**config.mk**
```make
export PLATFORM = sky130hd
export DESIGN_NAME = ext_trigger_seq
export DESIGN_NICKNAME = d
export VERILOG_FILES = /design/src/rtl/ext_trigger_seq.sv
export SDC_FILE = /design/constraint.sdc
export NUM_CORES = 1
export LEC_CHECK = 0
export BUFFER_PORTS_ARGS = -buffer_cell sky130_fd_sc_hd__buf_4
export CORE_MARGIN = 5
export CORE_UTILIZATION = 63
export CTS_CLUSTER_DIAMETER = 120
export DETAILED_ROUTE_END_ITERATION = 8
export PLACE_DENSITY = 0.78
export SYNTH_ARGS = -nofsm -noshare
export SYNTH_HDL_FRONTEND = slang
export SYNTH_SLANG_ARGS = --single-unit
```
**constraint.sdc**
```tcl
create_clock -name iClk -period 5.3 [get_ports iClk]
set_clock_uncertainty 0.05 [all_clocks]
set_input_delay 0.795 -clock iClk [delete_from_list [all_inputs] [get_ports iClk]]
set_output_delay 0.795 -clock iClk [all_outputs]
set_load 0.03 [all_outputs]
```
**src/rtl/ext_trigger_seq.sv**
```systemverilog
// Trigger sequencer feeding the code table: preloads the table index,
// then walks it downward emitting one dwell-timed trigger per entry.
module ext_trigger_seq #(
  parameter int DEPTH      = 8,
  parameter int DWELL_W    = 32,
  parameter int GAP_CYCLES = 2
) (
  input  logic               iClk,
  input  logic               iRst,
  input  logic               iSET_DWELL_FLAG,
  input  logic [DWELL_W-1:0] iSET_DWELL,
  input  logic [7:0]         iSET_STEP,
  input  logic               iSET_COUNT_FLAG,
  input  logic [7:0]         iSET_COUNT,
  input  logic               iStart,
  input  logic               iAbort,
  output logic               oSET_INDEX_FLAG,
  output logic [7:0]         oSET_INDEX,
  output logic               oTrigger,
  output logic [7:0]         oStep,
  output logic               oBusy,
  output logic               oDone
);

  localparam int AW = (DEPTH > 1) ? $clog2(DEPTH) : 1;
  localparam logic [7:0] DEPTH8 = 8'(DEPTH);
  localparam logic [DWELL_W-1:0] GAP = DWELL_W'(GAP_CYCLES);
  localparam logic [DWELL_W-1:0] ONE = DWELL_W'(1);

  typedef enum logic [2:0] {
    IDLE, LOAD, SETTLE, HIGH, LOW, DONE
  } state_t;

  state_t state, state_nxt;

  logic [DWELL_W-1:0] dwell [DEPTH];
  logic [7:0]         count;
  logic [7:0]         idx, idx_nxt, idx_m1;
  logic [DWELL_W-1:0] cnt, cnt_nxt;
  logic [DWELL_W-1:0] dw_cur, dw_dec;

  // A zero dwell still produces a one-cycle trigger.
  function automatic logic [DWELL_W-1:0] eff(
    input logic [DWELL_W-1:0] d
  );
    return (d == '0) ? ONE : d;
  endfunction

  assign idx_m1 = idx - 8'd1;
  assign dw_cur = dwell[idx[AW-1:0]];
  assign dw_dec = dwell[idx_m1[AW-1:0]];

  always_ff @(posedge iClk) begin
    if (iRst) begin
      state <= IDLE;
      idx   <= '0;
      cnt   <= '0;
      count <= '0;
      for (int i = 0; i < DEPTH; i++)
        dwell[i] <= '0;
    end else begin
      state <= state_nxt;
      idx   <= idx_nxt;
      cnt   <= cnt_nxt;
      if (!oBusy && iSET_DWELL_FLAG &&
          iSET_STEP < DEPTH8)
        dwell[iSET_STEP[AW-1:0]] <= iSET_DWELL;
      if (!oBusy && iSET_COUNT_FLAG)
        count <= (iSET_COUNT > DEPTH8) ?
                 DEPTH8 : iSET_COUNT;
    end
  end

  always_comb begin
    state_nxt       = state;
    idx_nxt         = idx;
    cnt_nxt         = cnt;
    oSET_INDEX_FLAG = 1'b0;
    oSET_INDEX      = idx;
    oTrigger        = 1'b0;
    oStep           = idx;
    oBusy           = 1'b0;
    oDone           = 1'b0;
    unique case (state)
      IDLE: begin
        if (iStart && !iAbort && count != '0) begin
          state_nxt = LOAD;
          idx_nxt   = count - 8'd1;
        end
      end
      LOAD: begin
        oSET_INDEX_FLAG = 1'b1;
        oBusy           = 1'b1;
        state_nxt       = SETTLE;
      end
      SETTLE: begin
        oBusy     = 1'b1;
        state_nxt = HIGH;
        cnt_nxt   = eff(dw_cur);
      end
      HIGH: begin
        oTrigger = 1'b1;
        oBusy    = 1'b1;
        if (cnt <= ONE) begin
          state_nxt = LOW;
          cnt_nxt   = GAP;
        end else begin
          cnt_nxt = cnt - ONE;
        end
      end
      LOW: begin
        oBusy = 1'b1;
        if (cnt <= ONE) begin
          if (idx == '0) begin
            state_nxt = DONE;
          end else begin
            idx_nxt   = idx_m1;
            state_nxt = HIGH;
            cnt_nxt   = eff(dw_dec);
          end
        end else begin
          cnt_nxt = cnt - ONE;
        end
      end
      DONE: begin
        oDone     = 1'b1;
        state_nxt = IDLE;
      end
      default: state_nxt = IDLE;
    endcase
    // Abort freezes the index and drops straight back to idle.
    if (iAbort && state != IDLE) begin
      state_nxt = IDLE;
      idx_nxt   = idx;
      cnt_nxt   = '0;
    end
  end

endmodule
```
==> results.toml <==
[status]
status = "finished, final reports clean"

[die]
dieHeight_um = 175.5
rows = 60
coreArea_mm2 = 0.02695
fp.dieArea_mm2 = 0.03080
start_util_pct = 64.02
die_w_um = 175.5
io_pins = 74

[clock_tree]
cts_made_buffers = 34
post_cts_buffers = 0
clkLatencyLatePin_ns = 0.52
clockBufferDepth = 3
clkTransAtPathRegs_ns = 0.06
cts_root_buffer = "clkbuf_16"
h-tree-depth = 2
clock-sinks = 310
cts-resized-gates = 0
tritoncts = "yes"
holdBufCountCts = 0

[finish]
finalNonFillerCells = 1757
syn2layout_area_growth_pct = 11.42
fin_area_mm2 = 0.01922
antenna_cells = 0
final_common_cell = "and2_1"
fillers = 1793
final_nets = 1452
final_cell_mix = "and2_1, edfxtp_1, mux4_2"
drive_gt1_share_pct = 21.75

[global_route]
antenna_found_initial = 1
grt_start_max_net_pins = 50
track_usage_pct = 33.83
overflow = 0
grt_pass1_vias = 12420
grt_pass1_wl_mm = 78.38

[setup_path]
cp_slowest_stage_delay_ns = 0.67
critical_path.top_delay_family = "simple AND/OR/NAND/NOR gates"
path_class = "register to register"
cp-end-kind = "register"
cp.arrival_ns = 5.15
slowest_stage = "ha_2"
worstSetupStartpointType = "register"
worst_ep_required_time_ns = 5.66
crit_fanout = 23
crit_buf_inv = 3
worst-r2r-setup-slack_ns = 0.51
crit_chain = "inv_2 -> buf_4 -> ha_2 -> buf_4 -> mux4_2 -> nor4_1 -> and3_1 -> o2111ai_1 -> nor4_2 -> a21o_2 -> o221ai_1 -> and3_1"

[placement]
place_inst = 1697
numPortBuffers = 73
gp_congestion = 1.028
dpl-instance-area_mm2 = 0.01806
hpwl_mm = 32.69
pre_cts_slack_ns = 0.7701

[logic_synthesis]
yosys.area.top_type = "edfxtp_1"
synthArstFlopShare_pct = 0
synthesis.nets = 1411
netlist_area_mm2 = 0.01725
synth_top_area_share_pct = 44.55
synthFlopType = "edfxtp_1"
yosysWarningCount = 0
synth_cell_type_count = 70
syn_inst = 1351
syn_avg_cell_area_um2 = 12.77
synthTopCellsByArea = "edfxtp_1, mux4_2, and2_1"
ys_ff_latch = 310
ys_seq_area_share_pct = 50.82
synth_edf_count = 256

[flow_run]
maxCapViolCount = 0

[route]
first_iter_violations = 1997
dr.pass1.iters = 6
routed_wl_mm = 51.65
viasPerCell = 7.096
drc = 0
wl_per_cell_um = 29.40
num_vias = 12470
ant_nets = 0

[sta]
hold_viol_final = 0
worstMarginPinSlew_ns = 1.251
min_period_ns = 4.788
setup_viol_count_final = 0
setup_tns_ns = 0
slew_headroom_pct = 16.58
rsz0062_at_grt = "false"
finalMaxSlewViolations = 0
fin_crit_sh_pct = 90.33
fmax_mhz = 208.9
fin_ws_ns = 0.5123

[pwr]
ir_worst_vdd_v = 0.0003632
power-per-cell-area_mw_per_mm2 = 602.4
p_leak_uw = 0.007144

[min_path]
hold_class = "register to register"
==> Yosys cell counts, types with 7 or more instances <==
master / instances
edfxtp_1: 256
dfxtp_1: 54
xor2_1: 15
or3_1: 9
a22oi_1: 15
and2_1: 264
mux2i_1: 81
nand4_1: 8
nor2_1: 50
nor4_1: 23
o21ai_0: 42
o221a_1: 14
o221ai_1: 13
nand2_1: 58
or4_1: 16
a21oi_1: 38
inv_1: 17
o22ai_1: 18
and3_1: 8
buf_2: 19
nand3_1: 18
mux2_2: 7
buf_4: 19
mux4_2: 109
nor3_1: 14
clkbuf_1: 53
or2_2: 11
buf_1: 7
xnor2_1: 11
==> cells by family after synthesis <==
kind of cell | synth area share, %
and+or+nand+nor | 16.89
DFF | 50.82
muxes | 19.54
AOI/OAI and AO/OA | 7.636
buffers and inverters | 3.205
xor gates and xnor gates | 1.479
adders and majority gates | 0.4351
==> report_power, final <==
group | switching, µW | internal (µW) | total [µW]
Clock | 980 | 1550 | 2530
Combinational | 3400 | 2500 | 5900
Sequential | 326 | 2820 | 3150
==> worst reg2reg max path: cells and delay by family, from the launching register on <==
family | cells | cell delay, ns
AND/OR/NAND/NOR | 4 | 1.48
buffers and inverters | 3 | 0.81
flip-flops | 1 | 0.32
AO/OA/AOI/OAI | 3 | 0.97
adder cells (fa/ha/maj) | 1 | 0.68
multiplexers | 1 | 0.39
==> through the flow <==
stage / total power (µW) / utilization (%) / hold slack [ns]
final: 11580 / 71.33 / 0.4540
after global routing: 12020 / 71.33 / 0.4674
after CTS: 11410 / 71.33 / 0.4567
after detailed placement: 8894 / 67.01 / 0.4482
after global placement: 8829 / 67.01 / 0.4400
after floorplan: 7306 / - / 0.4143
==> area by class of cell <==
class	count	area (µm²)	area share, %
sequential	310	8776	45.65
clock buffer	41	898.4	4.673
multi-input combinational	923	7975	41.48
timing repair buffer	105	813.3	4.230
inverter	18	67.56	0.3514
clock inverter	19	267.8	1.393
tap	341	426.7	2.219
==> routing by layer <==
metal | up-vias | wire, µm | global-route usage (%)
met4 | 2 | 2355 | 12.96
met1 | 6117 | 19110 | 46.85
met2 | 921 | 23560 | 52.53
li1 | 5251 | - | -
met5 | - | 18 | 0
met3 | 176 | 6617 | 8.330
==> final timing paths <==
path,startpoint,end,depth (start not counted)
worst max-delay path,oSET_INDEX[0]$_SDFFE_PP0P_,cnt[26]$_SDFFE_PP0P_,12
worst min-delay path,count[7]$_SDFFE_PP0P_,count[7]$_SDFFE_PP0P_,1
worst max register to register,oSET_INDEX[0]$_SDFFE_PP0P_,cnt[26]$_SDFFE_PP0P_,12
worst min register to register,count[7]$_SDFFE_PP0P_,count[7]$_SDFFE_PP0P_,1
==> registers in the layout, indices dropped and copies added (netlist names), named ones only <==
signal / cells
state: 3
oSET_INDEX: 8
cnt: 32
count: 8
dwell: 256
No activity file was read; power rests on OpenSTA's default activity.
